File: config.mk
export PLATFORM = sky130hd
export DESIGN_NAME = instr_mem_banked
export DESIGN_NICKNAME = d
export VERILOG_FILES = /design/src/rtl/instr_mem_banked.sv
export SDC_FILE = /design/constraint.sdc
export NUM_CORES = 2
export LEC_CHECK = 0
export BUFFER_PORTS_ARGS = -buffer_cell sky130_fd_sc_hd__buf_2
export CAP_MARGIN = 20
export CELL_PAD_IN_SITES_DETAIL_PLACEMENT = 0
export CELL_PAD_IN_SITES_GLOBAL_PLACEMENT = 1
export CORE_MARGIN = 2
export CORE_UTILIZATION = 51
export DETAILED_ROUTE_END_ITERATION = 8
export GPL_TIMING_DRIVEN = 0
export PLACE_DENSITY_LB_ADDON = 0.3
export SLEW_MARGIN = 15
export SYNTH_ARGS = -nofsm -noshare
export SYNTH_HDL_FRONTEND = slang
export SYNTH_SLANG_ARGS = --single-unit
File: constraint.sdc
create_clock -name clock -period 3.11 [get_ports clock]
set_input_delay 0.311 -clock clock [delete_from_list [all_inputs] [get_ports clock]]
set_output_delay 0.311 -clock clock [all_outputs]
set_load 0.01 [all_outputs]
File: src/rtl/instr_mem_banked.sv
`default_nettype none
// ============================================================================
//  Module      : instr_mem_banked
//  Description : Loadable, multi-slot instruction memory for the MIPS
//                datapath. Programs are streamed in through a valid/ready
//                load port; the fetch port reads the selected slot with one
//                cycle of registered latency and returns NOP plus a fault
//                flag for out-of-range or unloaded slots.
//  Revision    : 1.0 - initial release
// ============================================================================
module instr_mem_banked #(
  parameter int DATA_WIDTH   = 32,
  parameter int ADDR_WIDTH   = 10,
  parameter int PROG_WORDS   = 32,
  parameter int NUM_PROGRAMS = 4,
  parameter int SEL_W        = $clog2(NUM_PROGRAMS)
) (
  input  logic                  clock,
  input  logic                  reset_n,
  // fetch port
  input  logic [SEL_W-1:0]      prog_sel,
  input  logic                  fetch_req,
  input  logic [ADDR_WIDTH-1:0] fetch_addr,
  output logic                  fetch_valid,
  output logic [DATA_WIDTH-1:0] instrucao,
  output logic                  fetch_fault,
  // load port
  input  logic                  load_start,
  input  logic [SEL_W-1:0]      load_prog,
  input  logic                  load_valid,
  input  logic [DATA_WIDTH-1:0] load_data,
  output logic                  load_ready,
  output logic                  load_busy,
  output logic                  load_done
);

  // Storage geometry: slots are laid out back to back in one flat array.
  localparam int c_depth = NUM_PROGRAMS * PROG_WORDS;
  localparam int c_idx_w = (c_depth > 1) ? $clog2(c_depth) : 1;
  localparam int c_cnt_w = $clog2(PROG_WORDS);
  localparam logic [c_cnt_w-1:0] c_last = c_cnt_w'(PROG_WORDS - 1);

  typedef enum logic [1:0] {
    S_IDLE = 2'd0,
    S_LOAD = 2'd1,
    S_DONE = 2'd2
  } state_t;

  // Memory array is deliberately left without reset; only the slot flags
  // decide whether its contents are visible to the fetch port.
  logic [DATA_WIDTH-1:0]   r_mem [0:c_depth-1];
  logic [NUM_PROGRAMS-1:0] r_loaded;

  state_t                  r_state;
  logic [SEL_W-1:0]        r_cur_prog;
  logic [c_cnt_w-1:0]      r_cnt;
  logic                    r_load_ready;
  logic                    r_load_busy;
  logic                    r_load_done;

  logic                    r_fetch_valid;
  logic                    r_fetch_fault;
  logic [DATA_WIDTH-1:0]   r_instr;

  logic                    w_sel_in_range;
  logic                    w_addr_in_range;
  logic                    w_fetch_hit;
  logic [c_idx_w-1:0]      w_fetch_idx;
  logic                    w_start_ok;
  logic                    w_load_fire;
  logic [c_idx_w-1:0]      w_load_idx;

  // Fetch qualification: a slot select beyond the slot count behaves as an
  // unloaded slot, so it is screened before the flag lookup.
  assign w_sel_in_range  = (32'(prog_sel) < 32'(NUM_PROGRAMS));
  assign w_addr_in_range = (32'(fetch_addr) < 32'(PROG_WORDS));
  assign w_fetch_hit     = w_sel_in_range && w_addr_in_range && r_loaded[prog_sel];
  assign w_fetch_idx     = c_idx_w'(prog_sel) * c_idx_w'(PROG_WORDS)
                         + c_idx_w'(fetch_addr);

  // Loader qualification: starts naming a non-existent slot are dropped.
  assign w_start_ok  = load_start && (32'(load_prog) < 32'(NUM_PROGRAMS));
  assign w_load_fire = (r_state == S_LOAD) && load_valid;
  assign w_load_idx  = c_idx_w'(r_cur_prog) * c_idx_w'(PROG_WORDS)
                     + c_idx_w'(r_cnt);

  // Loader FSM: owns the slot flags, word counter and load-port outputs.
  always_ff @(posedge clock) begin
    if (!reset_n) begin
      r_state      <= S_IDLE;
      r_cur_prog   <= '0;
      r_cnt        <= '0;
      r_loaded     <= '0;
      r_load_ready <= 1'b0;
      r_load_busy  <= 1'b0;
      r_load_done  <= 1'b0;
    end else begin
      r_load_done <= 1'b0;
      case (r_state)
        S_IDLE: begin
          if (w_start_ok) begin
            // The flag drops immediately so fetches never see a half-written slot.
            r_state             <= S_LOAD;
            r_cur_prog          <= load_prog;
            r_loaded[load_prog] <= 1'b0;
            r_cnt               <= '0;
            r_load_ready        <= 1'b1;
            r_load_busy         <= 1'b1;
          end
        end
        S_LOAD: begin
          if (load_valid) begin
            if (r_cnt == c_last) begin
              // Flag is set on the same edge that enters DONE so a fetch
              // issued during DONE already sees the new program.
              r_state              <= S_DONE;
              r_cnt                <= '0;
              r_loaded[r_cur_prog] <= 1'b1;
              r_load_ready         <= 1'b0;
              r_load_done          <= 1'b1;
            end else begin
              r_cnt <= r_cnt + c_cnt_w'(1);
            end
          end
        end
        S_DONE: begin
          r_state      <= S_IDLE;
          r_load_ready <= 1'b0;
          r_load_busy  <= 1'b0;
        end
        default: begin
          r_state      <= S_IDLE;
          r_load_ready <= 1'b0;
          r_load_busy  <= 1'b0;
        end
      endcase
    end
  end

  // Memory write port, fed by accepted load beats; blocked while in reset.
  always_ff @(posedge clock) begin
    if (reset_n && w_load_fire) begin
      r_mem[w_load_idx] <= load_data;
    end
  end

  // Registered fetch port: one-cycle latency, NOP plus fault on a miss,
  // instruction held when no fetch is requested.
  always_ff @(posedge clock) begin
    if (!reset_n) begin
      r_fetch_valid <= 1'b0;
      r_fetch_fault <= 1'b0;
      r_instr       <= '0;
    end else begin
      r_fetch_valid <= fetch_req;
      if (fetch_req) begin
        if (w_fetch_hit) begin
          r_instr       <= r_mem[w_fetch_idx];
          r_fetch_fault <= 1'b0;
        end else begin
          r_instr       <= '0;
          r_fetch_fault <= 1'b1;
        end
      end else begin
        r_fetch_fault <= 1'b0;
      end
    end
  end

  assign fetch_valid = r_fetch_valid;
  assign instrucao   = r_instr;
  assign fetch_fault = r_fetch_fault;
  assign load_ready  = r_load_ready;
  assign load_busy   = r_load_busy;
  assign load_done   = r_load_done;

endmodule
`default_nettype wire

# ---- Word-level counts from Yosys, hierarchy flattened
# Memories as Yosys holds them, arrays and structs flattened.
# Index checks and enable logic that the tools add are counted.
dict set report classes {
  bitwise_logic 4
  muxes 28
  shifts 0
  multipliers 0
  magnitude_cmp 6
  n_div 0
  add_sub_neg 3
  reduce_logical 14
  eq_ne 5
}
# operator count
set ops {}
lappend ops {{32-bit 2-to-1 mux} 1}
lappend ops {{5-bit 2-to-1 mux} 3}
lappend ops {{4-bit 2-to-1 mux} 3}
lappend ops {{10-bit by 6-bit < comparator with 1-bit output, second input constant} 1}
lappend ops {{1-bit 2-to-1 mux} 10}
lappend ops {{5-bit case mux with 2 select lines} 1}
lappend ops {{2-bit by 3-bit < comparator with 1-bit output, second input constant} 3}
lappend ops {{3-bit AND reduction} 3}
lappend ops {{4-bit case mux with 2 select lines} 1}
lappend ops {{7-bit by 5-bit adder with 7-bit output} 1}
lappend ops {{7-bit adder} 1}
lappend ops {{2-bit 2-to-1 mux} 3}
lappend ops {{2-bit AND reduction} 3}
lappend ops {{5-bit by 1-bit adder with 5-bit output, second input constant} 1}
lappend ops {{5-bit == test, second input constant} 1}
lappend ops {{1-bit logical AND} 5}
lappend ops {{4-bit bitwise AND} 1}
lappend ops {{1-bit demux with 2-bit select} 2}
lappend ops {{2-bit by 1-bit >= comparator with 1-bit output, second input constant} 2}
lappend ops {{2-bit inequality test, second input constant} 2}
lappend ops {{4-bit inverter} 1}
lappend ops {{4-bit OR} 1}
lappend ops {{1-bit case mux with 2 select lines} 2}
lappend ops {{2-bit case mux with 2 select lines} 1}
lappend ops {{7 further kinds} 7}
dict set report word_totals {
  inputBits 51
  mem_bits_rw 4096
  output_inout_bits 37
  ff_bits 50
  mem_bits_ro 0
  memories 1
  latch_bits 0
  elab_cells 71
}
# name depth width rd rd_clocked_by_memory_dff wr line
set mem_list {}
lappend mem_list {r_mem 128 32 1 0 1 51} ;# logic [DATA_WIDTH-1:0] r_mem [0:c_depth-1];

# ---- Depth between registers and ports, before layout
dict set report logic_depth {
  depth_word 8
  mapped_depth 11
}

# ---- Least setup slack after synthesis
# No wires, ideal clock.
dict set report synth_timing {
  path_kind {register -> register}
  startpoint {register r_state[1]}
  endpoint {memory r_mem[127][0], enable pin}
  t_required_ns 2.689
  synth_period_minus_slack_ns 3.250
  t_arrival_ns 2.829
  path_slack_ns -0.140
  path_stages_with_launch 8
  setup_time_ns 0.421
  cell_sequence {dfxtp_1 > clkbuf_1 > nor2b_1 > and3_1 > clkbuf_1 > nand4_1 > clkbuf_1 > nor2_1}
}
dict set report synth_via {
  elab_chain_cells 5
}
# item line
set synth_lines {}
lappend synth_lines {{start: declaration} 54} ;# state_t r_state;
lappend synth_lines {{start signal: assignment} 90} ;# r_state <= S_IDLE;
lappend synth_lines {{start signal: assignment} 103} ;# r_state <= S_LOAD;
lappend synth_lines {{start signal: assignment} 116} ;# r_state <= S_DONE;
lappend synth_lines {{2-bit by 1-bit == test with 1-bit output} 83} ;# assign w_load_fire = (r_state == S_LOAD) && load_valid;
lappend synth_lines {{1-bit logical AND} 83}
lappend synth_lines {{1-bit logical AND} 142} ;# if (reset_n && w_load_fire) begin
lappend synth_lines {{1-bit 2-to-1 mux} 142}
lappend synth_lines {{1-bit 2-to-1 mux (not written as such)} 143} ;# r_mem[w_load_idx] <= load_data;
lappend synth_lines {{end: declaration} 51}
# Every way passes these cells.

==> metrics.md <==
| Metric | Value |
|---|---|
| Status | finished with violations |
| Failing checks | negative setup slack |
| Classification of the worst-slack hold path | in -> reg |
| Vias | 84862 |
| Number of DRC violations after detailed-routing iteration 0 | 13453 |
| Post-synthesis cell area | about 160000 um^2 |
| Synthesized netlist cell count | between 7000 and 8000 |
| Max H-tree Level | 5 |
| Worst-case headroom to the max-slew limit | 17.66% |
| Final Wtd Congestion | ~1 |
| Worst R2R Setup Slack | -70 ps |
| Vias in the first global route | between 80000 and 90000 |
| Total count of max-transition violations in the final report | 0 |
| Clock Latency Late Sink | 990 ps |
| CTS tree | built |
| Net Count, Synth | roughly 7700 |
| Startpoint of the worst register-to-register path | instrucao[5]$_SDFFE_PN0P_ |
| Setup CP Type | in -> reg |
| Worst setup EP type | register |
| CTS Buf Count | around 400 |
| Post-detailed-route count of antenna-violating nets | 0 |
| Final Hold Viols | 0 |
| Slew @ Worst Pin | ~1200 ps |
| Path depth of the worst reg2reg path | 6 |
| Fmax | 302.7 MHz |
| Post-Route Skew | 81.17 ps |
| Global-route wire length before repair | approximately 670 mm |
| Portion of netlist area occupied by mux cells | 15.49% |
| RSZ-0062 raised after global routing | true |
| Register area share after synthesis | 77.70% |
| Layout cells sized above 1 | approximately a quarter |
| Vias per inst | roughly 6.5 |
| Register clock-pin slew on the reported worst setup and hold paths | 60 ps |
| Reg-to-reg endpoint | instrucao[5]$_SDFFE_PN0P_ |
| Share of the clock period used by the worst path after layout | 106.2% |
| Die outline area | between 300000 and 400000 um^2 |
| IO buf count | 85 |
| Fraction of post-synthesis cell area in the top cell type by area | 77.07% |
| Width of the die | 563.4 um |
| Number of nets in the finished design | 8645 |
| Final WL | approximately 490 mm |
| Detail Placement HPWL | around 340 mm |
| Min setup slack post-route | -193.8 ps |
| Global-route congestion overflow total | 0 |
| Pin count of the biggest net entering global routing | approximately 100 |
| Total I/O pin count | slightly below 90 |
| Worst EP arrival | 4090 ps |
| Mapped Avg Cell Area | around 21 um^2 |
| Initial antenna violation count | 34 |
| Post-synthesis simple-gate area fraction | under 10% |
| Core box area | roughly 310000 um^2 |
| Layout overhead on the synthesized area | 17.69% |
| Remaining routing DRC violations | 0 |
| Register bit count reported by yosys | between 4000 and 5000 |
| Combinational family with the most area after synthesis | multiplexers |
| Leak | around 61 nW |
| Number of clock sinks seen by CTS | around 4100 |
| Count of max-cap constraint violations | 0 |
| Wire length on met3 | 52.75 mm |
| Height of the chip | 563.4 um |
| Hold Path Sink | r_loaded[2]$_SDFFE_PN0P_ |
| Final hold slack | 127.6 ps |
| Final setup violation count | 159 |
| Leading area contributor after synthesis | edfxtp_1 |
| Routed wire length on met2 | between 200 and 250 mm |
| Share of the synthesized netlist area taken by xor and xnor gates | less than 1% |
| Launch point of the worst hold path | reset_n |
| M1 WL | between 150 and 200 mm |
| Largest voltage drop on the vdd net | just under 600 uV |
| # placed instances | between 10000 and 15000 |
| Share of the synthesized area in compound gates (AO/OA/AOI/OAI) | roughly 3.2% |
| Count of distinct cell types in the synthesized netlist | 47 |
| Clock Tree Root | clkbuf_16 |
| Number of rows in the core area | approximately 210 |
| Clock buffer depth | 4 |
| Post-layout minimum cycle time | 3304 ps |
| Nature of the critical path startpoint | input port |
| Routed wire per std cell | approximately 38 um |
| Post-route non-filler standard cell count | around 13000 |
| Total Routing Usage GR | 30.81% |
| Cell depth of the worst hold path | 4 |
| Cell Pwr Density | ~630 nW/um^2 |
| Number of inserted filler cells in the final layout | roughly 22000 |
| Synth top area cells | edfxtp_1 (77%), mux4_2 (9.0%), mux2i_1 (6.2%) |
| Worst-path fanout max | 10 |
| Data required time at the worst endpoint | approximately 4000 ps |
| Synth Warn # | 0 |
| Iteration count of the initial detailed-routing pass | 6 |
| Initial Utilization | 51.21% |
| Post-synthesis adder-cell area fraction | less than 1% |
| Highest routed metal layer | met5 |
-- layout make-up --
class,instances,area [um^2],area share [%]
diodes,15,37.54,0.01998
plain buffers,444,2461,1.310
clock buffers,498,10820,5.762
clock inverters,251,2654,1.413
inverters,5,18.77,0.009992
multi-input cells,3056,34510,18.37
flip-flops and latches,4146,124000,66.02
well taps,4140,5180,2.758
repair buffers,528,8153,4.340
-- power breakdown --
group          switching (mW)  leakage (nW)  internal (mW)
sequential             0.0143          37.2           61.4
combinational            4.96          17.7           2.07
clock                    21.2          6.58           28.8
-- registers in the layout, summed over array words and instances, names as in the netlist --
signal,count
fetch_valid,1
load_busy,1
r_cnt,5
r_state,2
r_cur_prog,2
load_ready,1
fetch_fault,1
load_done,1
r_loaded,4
r_mem,4096
instrucao,32
-- worst max-delay path by stage --
stage | from | to | slack [ps] | cells after the start
after floorplan | r_state[1]$_SDFFE_PN0P_ | r_mem[127][0]$_DFFE_PP_ | -140 | 7
after global placement | reset_n | r_mem[92][21]$_DFFE_PP_ | -4130 | 7
after detailed placement | reset_n | r_mem[84][0]$_DFFE_PP_ | -1990 | 7
after CTS | r_cnt[4]$_SDFFE_PN0P_ | r_mem[63][5]$_DFFE_PP_ | -530 | 5
after global routing | r_state[0]$_SDFFE_PN0P_ | r_mem[69][18]$_DFFE_PP_ | -60 | 6
final | fetch_req | instrucao[1]$_SDFFE_PN0P_ | -190 | 9
-- repair_timing --
action                     in CTS  in global routing
hold buffers                   42                  0
hold endpoints to repair     1759                  0
resized for setup              38                106
cloned                          2                  1
pin swaps                      66                 39
setup buffers                 141                 62
setup endpoints to repair    3894               1911
-- critical path, stage by stage --
cell and delay (ps):
buf_2 90, clkbuf_1 770, clkbuf_1 380, nand3b_1 400
nand2_1 290, a31oi_1 370, nand4_1 660, a211oi_4 660
a221oi_1 120
-- cells in the final DEF, fill, tap and decap left out, types with 33 or more instances in the layout --
cell type         n
mux4_2          638
nor2_1           45
nand2_1         121
buf_12          161
dlygate4sd3_1    42
dfxtp_1          49
a22oi_1         485
buf_16          103
clkinv_1         88
edfxtp_1       4096
buf_4           236
clkinv_2         75
mux2i_1         990
buf_6            44
nor2_4          131
nand3b_1         33
mux2_2           40
a21oi_1          35
a221oi_1         37
nand3_1         217
buf_2           191
bufinv_16        48
clkbuf_1        199
nor2b_1          42
clkbuf_16       420
nand4_1          62
-- stage by stage --
stage / util (%) / total power, mW / worst slack [ps] / cell area (um^2) / setup TNS (ps)
3_3_place_gp: 53.01 / 69.15 / -4133 / 165200 / -
6_report: 60.27 / 118.4 / -193.8 / 187800 / -5767
2_1_floorplan: - / 65.62 / -140.4 / 159600 / -210850
3_5_place_dp: 54.90 / 69.36 / -1988 / 171100 / -5064370
4_1_cts: 59.94 / 118.6 / -528.6 / 186800 / -252420
5_1_grt: 60.26 / 121.0 / -57.94 / 187800 / -1708
-- synthesized netlist by cell type (all sizes together) --
cell     instances
o2111ai          5
a31oi           32
o22ai            4
clkinv           1
a311oi           5
ha               3
or3              1
a21oi           35
nor2           177
and3             3
xor2             1
or3b             2
dfxtp           50
nand3b          33
nand4b           3
xnor3            1
a21boi           4
a22oi          485
nand3          225
nor2b           44
a211oi          33
nor3             4
o21ai            8
nand4           62
a221o            1
mux4           638
nand2          125
a32oi            1
nand2b           5
a221oi          37
o221a            1
xnor2            2
buf            282
mux2            40
and2            11
mux2i          990
o211ai          27
a22o             5
inv              4
edfxtp        4096
clkbuf         166
-- metal layers --
metal	global-route usage, %	up-vias
li1	-	33881
met1	42.98	44842
met2	47.48	5219
met3	6.557	912
met4	13.03	8
met5	0	-
-- kinds of logic after synthesis --
logic type | after synthesis
AO/OA/AOI/OAI | 683
XOR/XNOR | 4
flip-flops | 4146
buffers and inverters | 453
multiplexers | 1668
adder cells (fa/ha/maj) | 3
AND/OR/NAND/NOR | 695
No activity file was read; power rests on OpenSTA's default activity.
